**src/rtl/uart_pkg.sv**
```systemverilog
// Shared types and constants for the uart_tx arbiter.
package uart_pkg;

  localparam int BYTE_W = 8;

  typedef enum logic [1:0] {
    IDLE      = 2'd0,
    ISSUE     = 2'd1,
    WAIT_DONE = 2'd2
  } arb_state_t;

endpackage

```
**src/rtl/rr_pick.sv**
```systemverilog
// Combinational round-robin picker: first set request strictly after last_grant, wrapping.
module rr_pick #(
  parameter int NUM_REQ = 4,
  parameter int IW      = $clog2(NUM_REQ)
) (
  input  logic [NUM_REQ-1:0] req,
  input  logic [IW-1:0]      last_grant,
  output logic [IW-1:0]      grant,
  output logic               found
);

  logic [IW-1:0] idx;

  // Scan NUM_REQ slots starting one past last_grant; last_grant itself is checked last.
  always_comb begin
    grant = '0;
    found = 1'b0;
    idx   = '0;
    for (int i = 1; i <= NUM_REQ; i++) begin
      idx = IW'((int'(last_grant) + i) % NUM_REQ);
      if (!found && req[idx]) begin
        found = 1'b1;
        grant = idx;
      end
    end
  end

endmodule

```
**src/rtl/uart_tx_arbiter.sv**
```systemverilog
// Arbitrates byte requesters onto one uart_tx, holding the grant for multi-byte messages.
module uart_tx_arbiter
  import uart_pkg::*;
#(
  parameter int NUM_REQ        = 4,
  parameter int TIMEOUT_CYCLES = 2000,
  localparam int IW            = $clog2(NUM_REQ),
  localparam int CW            = $clog2(TIMEOUT_CYCLES) + 1
) (
  input  logic                      clk,
  input  logic                      rst,
  input  logic [NUM_REQ-1:0]        req_valid,
  input  logic [NUM_REQ*BYTE_W-1:0] req_data,
  input  logic [NUM_REQ-1:0]        req_last,
  output logic [NUM_REQ-1:0]        req_ready,
  output logic                      tx_axiiv,
  output logic [BYTE_W-1:0]         tx_axiid,
  input  logic                      tx_done,
  output logic                      busy,
  output logic [IW-1:0]             grant_id,
  output logic                      timeout_err
);

  arb_state_t          state_q, state_d;
  logic [IW-1:0]       last_grant_q, last_grant_d;
  logic [IW-1:0]       grant_id_q, grant_id_d;
  logic                lock_q, lock_d;
  logic [CW-1:0]       cnt_q, cnt_d;
  logic [BYTE_W-1:0]   data_q, data_d;
  logic                last_q, last_d;
  logic                timeout_q, timeout_d;

  logic [IW-1:0]       rr_grant;
  logic                rr_found;
  logic [IW-1:0]       cand;
  logic                cand_ok;
  logic                accept;

  rr_pick #(.NUM_REQ(NUM_REQ), .IW(IW)) u_rr (
    .req        (req_valid),
    .last_grant (last_grant_q),
    .grant      (rr_grant),
    .found      (rr_found)
  );

  // Candidate is the lock owner while a message is in flight, otherwise the round-robin pick.
  // req_ready is gated by reset so a held request cannot see a handshake during reset.
  always_comb begin
    cand      = lock_q ? grant_id_q : rr_grant;
    cand_ok   = lock_q ? req_valid[grant_id_q] : rr_found;
    req_ready = '0;
    if (rst && (state_q == IDLE) && cand_ok) req_ready[cand] = 1'b1;
    accept    = |req_ready;
  end

  // Next-state logic: accept in IDLE, one-cycle start pulse in ISSUE, then wait for done or timeout.
  always_comb begin
    state_d      = state_q;
    last_grant_d = last_grant_q;
    grant_id_d   = grant_id_q;
    lock_d       = lock_q;
    cnt_d        = cnt_q;
    data_d       = data_q;
    last_d       = last_q;
    timeout_d    = 1'b0;
    case (state_q)
      IDLE: begin
        if (accept) begin
          data_d       = req_data[int'(cand)*BYTE_W +: BYTE_W];
          last_d       = req_last[cand];
          last_grant_d = cand;
          grant_id_d   = cand;
          state_d      = ISSUE;
        end
      end
      ISSUE: begin
        cnt_d   = '0;
        state_d = WAIT_DONE;
      end
      WAIT_DONE: begin
        // tx_done takes priority over a timeout landing in the same cycle.
        if (tx_done) begin
          state_d = IDLE;
          lock_d  = !last_q;
        end else if (cnt_q == CW'(TIMEOUT_CYCLES - 1)) begin
          state_d   = IDLE;
          lock_d    = 1'b0;
          timeout_d = 1'b1;
        end else begin
          cnt_d = cnt_q + 1'b1;
        end
      end
      default: state_d = IDLE;
    endcase
  end

  // State registers with synchronous active-low reset; last_grant starts at the top so 0 wins first.
  always_ff @(posedge clk) begin
    if (!rst) begin
      state_q      <= IDLE;
      last_grant_q <= IW'(NUM_REQ - 1);
      grant_id_q   <= '0;
      lock_q       <= 1'b0;
      cnt_q        <= '0;
      data_q       <= '0;
      last_q       <= 1'b0;
      timeout_q    <= 1'b0;
    end else begin
      state_q      <= state_d;
      last_grant_q <= last_grant_d;
      grant_id_q   <= grant_id_d;
      lock_q       <= lock_d;
      cnt_q        <= cnt_d;
      data_q       <= data_d;
      last_q       <= last_d;
      timeout_q    <= timeout_d;
    end
  end

  assign tx_axiiv    = (state_q == ISSUE);
  assign tx_axiid    = data_q;
  assign busy        = (state_q != IDLE);
  assign grant_id    = grant_id_q;
  assign timeout_err = timeout_q;

endmodule
```
**config.mk**
```make
export PLATFORM = sky130hd
export DESIGN_NAME = uart_tx_arbiter
export DESIGN_NICKNAME = d
export VERILOG_FILES = /design/src/rtl/uart_pkg.sv /design/src/rtl/rr_pick.sv /design/src/rtl/uart_tx_arbiter.sv
export SDC_FILE = /design/constraint.sdc
export NUM_CORES = 1
export LEC_CHECK = 0
export CORE_MARGIN = 1.5
export CORE_UTILIZATION = 40
export DETAILED_ROUTE_END_ITERATION = 6
export DONT_BUFFER_PORTS = 1
export SLEW_MARGIN = 20
export SYNTH_ARGS = -nofsm -noshare
export SYNTH_HDL_FRONTEND = slang
export SYNTH_HIERARCHICAL = 1
export SYNTH_SLANG_ARGS = --single-unit
```
**constraint.sdc**
```tcl
create_clock -name clk -period 2 [get_ports clk]
set_clock_uncertainty 0.1 [all_clocks]
set_input_delay 0.2 -clock clk [delete_from_list [all_inputs] [get_ports clk]]
set_output_delay 0.2 -clock clk [all_outputs]
set_load 0.05 [all_outputs]
```
Yosys cells after proc, flatten, opt, wreduce, memory -nomap -nowiden
Cells that the tools add are included.
{"block": "op_classes", "n_bitwise": 2, "eq_ne": 7, "n_lt_le_gt_ge": 7, "n_addsub": 5, "shifts": 1, "reduce_logical": 20, "muxes": 35}
{"operator": "$shiftx 32x6->8", "count": 1}
{"operator": "$mux 12", "count": 2}
{"operator": "$pmux 12 s2", "count": 1}
{"operator": "$lt 2x3->1 const B", "count": 6}
{"operator": "$mux 2", "count": 8}
{"operator": "$mux 1", "count": 15}
{"operator": "$add 12x1->12 const B", "count": 1}
{"operator": "$bmux 1 s2", "count": 6}
{"operator": "$eq 12x11->1 const B", "count": 1}
{"operator": "$logic_and 1x1->1", "count": 6}
{"operator": "$ne 2x2->1 const B", "count": 3}
{"operator": "$pmux 2 s3", "count": 1}
{"operator": "$reduce_and 2->1", "count": 3}
{"operator": "$reduce_bool 2->1", "count": 3}
{"operator": "$add 2x1->2 const B", "count": 2}
{"operator": "$add 2x2->2 const B", "count": 2}
{"operator": "$logic_not 1->1", "count": 4}
{"operator": "$mux 4", "count": 1}
{"operator": "$reduce_or 4->1", "count": 1}
{"operator": "$ne 3x3->1 const B", "count": 1}
{"operator": "$reduce_and 3->1", "count": 1}
{"operator": "$reduce_or 3->1", "count": 1}
{"operator": "$demux 1 s2", "count": 1}
{"operator": "$eq 2x1->1 const B", "count": 1}
{"operator": "other kinds (4)", "count": 5}
{"block": "totals", "reg_bits": 29, "in_bits": 43, "wordCells": 85, "output_inout_bits": 17}

Depth between registers and ports, before layout
{"block": "logic_depth", "word_depth": 22, "ltp_mapped": 9, "depth_no_buf": 7}

Cells and area by module
Netlist, hierarchy kept.
{"module": "uart_tx_arbiter", "cells_per_inst": 168, "area_each_um2": 1709.1, "seq_area_each_um2": 580.6, "n_inst": 1}
{"module": "rr_pick", "cells_per_inst": 14, "area_each_um2": 91.3, "seq_area_each_um2": 0.0, "n_inst": 1}

Worst setup path before layout
No wires, ideal clock.
{"block": "synth_path", "path_type": "register -> output", "start": "reg grant_id_q[0], in the netlist grant_id[0]", "end": "out req_ready[2]", "stages_incl_launch_ff": 5, "t_required_ns": 1.700, "n_path_buf": 0, "setup_slack_ns": -0.654, "t_arrival_ns": 2.354, "path_cell_list": "dfxtp_1 > mux2i_1 > o22ai_2 > o21ai_0 > nor3_1"}
{"block": "synth_via", "elab_chain_len": 6, "word_cells_on_any_way": 11, "classes_between": "order compare (2); mux (7); reduce/logical (2)"}
{"item": "from (decl)", "line": "uart_tx_arbiter.sv:26", "rtl": "logic [IW-1:0] grant_id_q, grant_id_d;"}
{"item": "from (signal assigned)", "line": "uart_tx_arbiter.sv:111", "rtl": "grant_id_q <= grant_id_d;"}
{"item": "$mux 2", "line": "uart_tx_arbiter.sv:49", "rtl": "cand = lock_q ? grant_id_q : rr_grant;"}
{"item": "$lt 2x3->1 (implied by the code) / $ge 2x1->1 (equally long branches)", "line": "uart_tx_arbiter.sv:52", "rtl": "if (rst && (state_q == IDLE) && cand_ok) req_ready[cand] = 1'b1;"}
{"item": "$logic_and 1x1->1 (implied by the code)", "line": "uart_tx_arbiter.sv:52"}
{"item": "$mux 1 (implied by the code)", "line": "uart_tx_arbiter.sv:52"}
{"item": "$demux 1 s2", "line": "uart_tx_arbiter.sv:52"}
{"item": "$mux 4 (*)", "line": "uart_tx_arbiter.sv:52"}
{"item": "to (decl)", "line": "uart_tx_arbiter.sv:15", "rtl": "output logic [NUM_REQ-1:0] req_ready,"}
Every way passes the cells marked *; elsewhere a longest branch is shown, timed or not. The select of a mux whose other input is x is not followed.

Worst setup path after layout
{"block": "layout_path", "start": "reg last_grant_q[1]", "end": "out req_ready[2]"}
{"block": "layout_via", "elab_chain_len": 19, "word_cells_on_any_way": 35, "classes_between": "add/sub (4); order compare (2); mux (21); reduce/logical (8)"}
{"item": "from (decl)", "line": "uart_tx_arbiter.sv:25", "rtl": "logic [IW-1:0] last_grant_q, last_grant_d;"}
{"item": "from (signal assigned)", "line": "uart_tx_arbiter.sv:101", "rtl": "last_grant_q <= IW'(NUM_REQ - 1);"}
{"item": "from (signal assigned)", "line": "uart_tx_arbiter.sv:110", "rtl": "last_grant_q <= last_grant_d;"}
{"item": "$add 2x1->2", "line": "rr_pick.sv:20", "rtl": "idx = IW'((int'(last_grant) + i) % NUM_REQ);"}
{"item": "$bmux 1 s2", "line": "rr_pick.sv:21", "rtl": "if (!found && req[idx]) begin"}
{"item": "$mux 1 (implied by the code)", "line": "rr_pick.sv:21"}
{"item": "$mux 1", "line": "rr_pick.sv:21"}
{"item": "$logic_not 1->1", "line": "rr_pick.sv:21"}
{"item": "$logic_and 1x1->1", "line": "rr_pick.sv:21"}
{"item": "$mux 1", "line": "rr_pick.sv:21"}
{"item": "$logic_not 1->1", "line": "rr_pick.sv:21"}
{"item": "[4 not listed]"}
{"item": "$mux 2 (*)", "line": "rr_pick.sv:21"}
{"item": "via rr_grant[0]", "line": "uart_tx_arbiter.sv:33", "rtl": "logic [IW-1:0] rr_grant;"}
{"item": "$mux 2 (*)", "line": "uart_tx_arbiter.sv:49"}
{"item": "$lt 2x3->1 (implied by the code) / $ge 2x1->1 (equally long branches)", "line": "uart_tx_arbiter.sv:52"}
{"item": "$logic_and 1x1->1 (implied by the code)", "line": "uart_tx_arbiter.sv:52"}
{"item": "$mux 1 (implied by the code)", "line": "uart_tx_arbiter.sv:52"}
{"item": "$demux 1 s2 (*)", "line": "uart_tx_arbiter.sv:52"}
{"item": "$mux 4 (*)", "line": "uart_tx_arbiter.sv:52"}
The timed path passes the listed nets; every way through them passes the cells marked *. The select of a mux whose other input is x is not followed.

==> run_summary.xml <==
<?xml version="1.0" encoding="UTF-8"?>
<metrics>
  <group name="logic_synthesis">
    <metric name="synth-seq-area-share" unit="%">32.2</metric>
    <metric name="ys_warn_count" unit="">6</metric>
    <metric name="yosys.area.top_type_share" unit="%">32.2</metric>
    <metric name="synth_enable_flop_cells" unit="">0</metric>
    <metric name="post-synth-top-area-cell" unit="">dfxtp_1</metric>
    <metric name="synth.top_cells.by_area" unit="">dfxtp_1 (32%), mux2i_1 (8.3%), mux4_2 (6.3%), mux4_1 (5.8%), nor2_1 (4.0%)</metric>
    <metric name="yosys.area_share.adder" unit="%">3.47</metric>
    <metric name="synth_mux_area_share" unit="%">22.3</metric>
    <metric name="asyncSetResetFlopFracSynth" unit="%">0</metric>
    <metric name="synth_cell_type_count" unit="">40</metric>
    <metric name="synthesis.nets" unit="">230</metric>
    <metric name="synth_compound_gate_area_share" unit="%">7.78</metric>
    <metric name="synth_cells" unit="">182</metric>
    <metric name="post_synth_and_or_nand_nor_area_fraction" unit="%">24.3</metric>
    <metric name="synthFlopType" unit="">dfxtp_1</metric>
    <metric name="main_combinational_cell_family_by_area_after_synthesis" unit="">simple AND/OR/NAND/NOR gates</metric>
    <metric name="synth_area_per_cell" unit="µm²">9.89</metric>
    <metric name="synth_xor_xnor_area_share" unit="%">4.38</metric>
    <metric name="synth.cell_area" unit="µm²">1800</metric>
    <metric name="postSynthRegisterBits" unit="">29</metric>
  </group>
  <group name="grt">
    <metric name="grt_pass1_wl" unit="µm">6530</metric>
    <metric name="grt_overflow_total" unit="">0</metric>
    <metric name="grt_antenna_before_repair" unit="">0</metric>
    <metric name="largest_net_degree_at_the_start_of_global_routing" unit="">23</metric>
    <metric name="all_layer_global_routing_usage" unit="%">16.6</metric>
    <metric name="via_count_of_the_first_global_routing_pass" unit="">1403</metric>
  </group>
  <group name="power">
    <metric name="seq_power_share" unit="%">34.4</metric>
    <metric name="power.static_leakage" unit="nW">0.835</metric>
    <metric name="power.switching_fraction" unit="%">42.9</metric>
    <metric name="netSwitchingPower" unit="mW">1.13</metric>
    <metric name="power.share.combinational" unit="%">48.4</metric>
    <metric name="power.share.clock" unit="%">17.2</metric>
    <metric name="totalPowerFinal" unit="mW">2.64</metric>
    <metric name="vdd_drop_max" unit="mV">0.673</metric>
    <metric name="p_per_area" unit="nW/µm²">1190</metric>
    <metric name="cellInternalPower" unit="mW">1.51</metric>
  </group>
  <group name="outcome">
    <metric name="failed_checks" unit="">setup timing</metric>
    <metric name="outcome" unit="">finished with violations</metric>
  </group>
  <group name="critical_path">
    <metric name="critical_path_most_common_cell" unit="">buf_6</metric>
    <metric name="setup.reg_to_reg.worst_slack" unit="ns">-0.13</metric>
    <metric name="cpMaxStageDelayCell" unit="">dfxtp_4</metric>
    <metric name="critPathArrivalTime" unit="ns">1.84</metric>
    <metric name="cp_data_required_time" unit="ns">1.70</metric>
    <metric name="critical-path-max-stage-delay" unit="ns">0.36</metric>
    <metric name="crit_fanout" unit="">5</metric>
    <metric name="setup.worst_path.class" unit="">register to output port</metric>
    <metric name="worstPathCellList" unit="">nand2b_4, a21oi_2, o221ai_2, mux2_4, buf_6, nor3_4, buf_6</metric>
    <metric name="worstSetupStartpointType" unit="">register</metric>
    <metric name="endpoint_kind" unit="">output port</metric>
  </group>
  <group name="floorplanning">
    <metric name="io_pins" unit="">60</metric>
    <metric name="die-height" unit="µm">70.1</metric>
    <metric name="die_width" unit="µm">70.1</metric>
    <metric name="design.die.area" unit="µm²">4910</metric>
    <metric name="initial_core_util" unit="%">41.4</metric>
    <metric name="core-area" unit="µm²">4350</metric>
    <metric name="rows" unit="">24</metric>
  </group>
  <group name="sta">
    <metric name="final_critical_path_setup_slack" unit="ns">-0.140</metric>
    <metric name="max_freq" unit="MHz">467</metric>
    <metric name="drv_slew" unit="">0</metric>
    <metric name="period_share" unit="%">107</metric>
    <metric name="max-slew-margin-rel" unit="%">52.4</metric>
    <metric name="tightestPinTransition" unit="ns">0.711</metric>
    <metric name="finalCriticalPeriod" unit="ns">2.14</metric>
    <metric name="finalHoldViolCount" unit="">0</metric>
    <metric name="setup-violations-final" unit="">13</metric>
    <metric name="rsz_0062_raised_after_global_routing" unit="">yes</metric>
  </group>
  <group name="clock_tree">
    <metric name="cts.clk_slew.worst_paths" unit="ns">0.07</metric>
    <metric name="clock_tree.htree_level_count" unit="">2</metric>
    <metric name="cts_tree" unit="">done</metric>
    <metric name="clockBufferDepth" unit="">2</metric>
    <metric name="ctsRootBufferMaster" unit="">clkbuf_8</metric>
    <metric name="cts_buffers" unit="">5</metric>
    <metric name="clkSinkCount" unit="">29</metric>
    <metric name="worstSkewPairLatency" unit="ns">0.28</metric>
  </group>
  <group name="drt">
    <metric name="postRouteAntennaNets" unit="">0</metric>
    <metric name="total_number_of_vias" unit="">1432</metric>
    <metric name="drc" unit="">0</metric>
    <metric name="drt_pass1_iterations" unit="">4</metric>
    <metric name="post_drt_wl_per_cell" unit="µm">15.3</metric>
    <metric name="totalWireLength" unit="µm">4000</metric>
    <metric name="routed_via_density" unit="">5.49</metric>
    <metric name="drt_first_iter_violations" unit="">27</metric>
  </group>
  <group name="place">
    <metric name="dpl.hpwl" unit="µm">2900</metric>
    <metric name="global_placer_s_final_weighted_congestion" unit="">0.768</metric>
    <metric name="io_buffers" unit="">0</metric>
    <metric name="placed_cells" unit="">243</metric>
  </group>
  <group name="final_layout">
    <metric name="finalNetCount" unit="">256</metric>
    <metric name="non_filler_instance_count_after_layout" unit="">261</metric>
    <metric name="flow.area_growth_from_synthesis" unit="%">22.8</metric>
    <metric name="fillerInstances" unit="">410</metric>
    <metric name="drive_above_1_share" unit="%">28.2</metric>
    <metric name="area_taken_by_multi_input_logic_gates" unit="µm²">1170</metric>
    <metric name="seqCellArea" unit="µm²">589</metric>
    <metric name="insertedDiodeCount" unit="">0</metric>
  </group>
  <group name="job">
    <metric name="max_cap_violations" unit="">0</metric>
  </group>
  <group name="worst_hold_path">
    <metric name="holdCritPathClass" unit="">primary input to register</metric>
  </group>
</metrics>
-- layer usage --
metal	global-route usage (%)	vias up	routed length, µm
li1	-	696	-
met1	20.3	705	1680
met2	27.6	26	2050
met3	5.63	5	231
met4	5.34	0	44
met5	0	-	0
-- stage by stage --
stage	worst slack, ns	area, µm²	hold slack, ns	TNS [ns]	utilization (%)
after floorplan	-0.146	1830	0.176	-1.06	-
after global routing	-0.246	2210	0.000975	-2.22	50.8
after detailed placement	-0.0755	1970	0.185	-0.340	45.3
after global placement	-0.0232	1970	0.180	-0.0814	45.3
final	-0.140	2210	0.0137	-0.905	50.8
after CTS	-0.127	2150	0.00407	-1.05	49.4
-- state kept, by name (all words and copies together) (netlist names) --
signal,cells
lock_q,1
grant_id,2
cnt_q,12
last_grant_q,2
last_q,1
timeout_err,1
state_q,2
tx_axiid,8
-- placed cells by master (no fill, tap or decap), types with 3 or more instances in the layout --
cell / n
nand3_1: 6
nand2b_1: 6
xor2_1: 3
o21ai_0: 4
clkbuf_8: 5
buf_12: 3
and3_1: 3
buf_4: 10
dlygate4sd3_1: 3
mux2i_1: 13
mux4_2: 9
a31oi_1: 3
buf_6: 10
inv_1: 6
xnor2_1: 6
a21oi_1: 3
nor2_1: 17
ha_1: 5
nor3b_1: 6
nand2_1: 16
nor2b_1: 10
nand4_1: 3
dfxtp_1: 26
-- layout make-up --
type / count / share of cell area [%]
clock inverter: 2 / 0.453
sequential: 29 / 26.7
timing repair buffer: 26 / 12.6
tap: 52 / 2.94
clock buffer: 6 / 3.28
inverter: 6 / 1.02
multi-input combinational: 140 / 53.1
-- kinds of logic (layout without fill, tap and decap cells) --
group	after synthesis	in the layout
compound gates	20	20
xor+xnor	9	9
simple gates	80	80
buf+inv	13	40
fa+ha+maj	5	5
flops	29	29
mux	26	26
-- power groups by stage --
stage	Clock, mW	Combinational (mW)	Sequential, mW
final	0.455	1.28	0.908
after CTS	0.471	1.21	0.904
after global placement	0	1.08	0.911
after floorplan	0	0.857	0.936
after global routing	0.501	1.38	0.922
after detailed placement	0	1.12	0.916
-- worst max-delay path: cells and delay by family (launching register included) --
| kind | cells | cell delay, ns |
|---|---|---|
| flip-flops | 1 | 0.36 |
| buffers and inverters | 2 | 0.31 |
| multiplexers | 1 | 0.31 |
| AND/OR/NAND/NOR | 2 | 0.29 |
| AO/OA/AOI/OAI | 2 | 0.28 |
-- worst paths after layout --
check / start / endpoint / depth (start not counted)
hold / removal: rst / last_grant_q[1] / 1
setup / recovery: last_grant_q[1] / req_ready[2] / 7
hold reg to reg: cnt_q[1] / cnt_q[1] / 2
setup reg to reg: last_grant_q[1] / last_q / 9
-- Yosys cell counts, drive strengths merged, types with 4 or more instances --
| master | count |
|---|---|
| ha | 5 |
| a21oi | 5 |
| nor2 | 19 |
| nand2 | 17 |
| nor2b | 10 |
| nand2b | 7 |
| mux2i | 16 |
| nand3 | 6 |
| dfxtp | 29 |
| mux4 | 9 |
| inv | 6 |
| o21ai | 4 |
| xnor2 | 6 |
| nor3b | 6 |
| clkbuf | 4 |
-- repair_timing --
item,4_1_cts,5_1_grt
pin swaps,4,6
setup endpoints to repair,12,17
resized for setup,9,17
hold buffers,3,0
setup buffers,4,5
endpoints found under the hold margin,19,0
(Power assumes the default switching activity.)
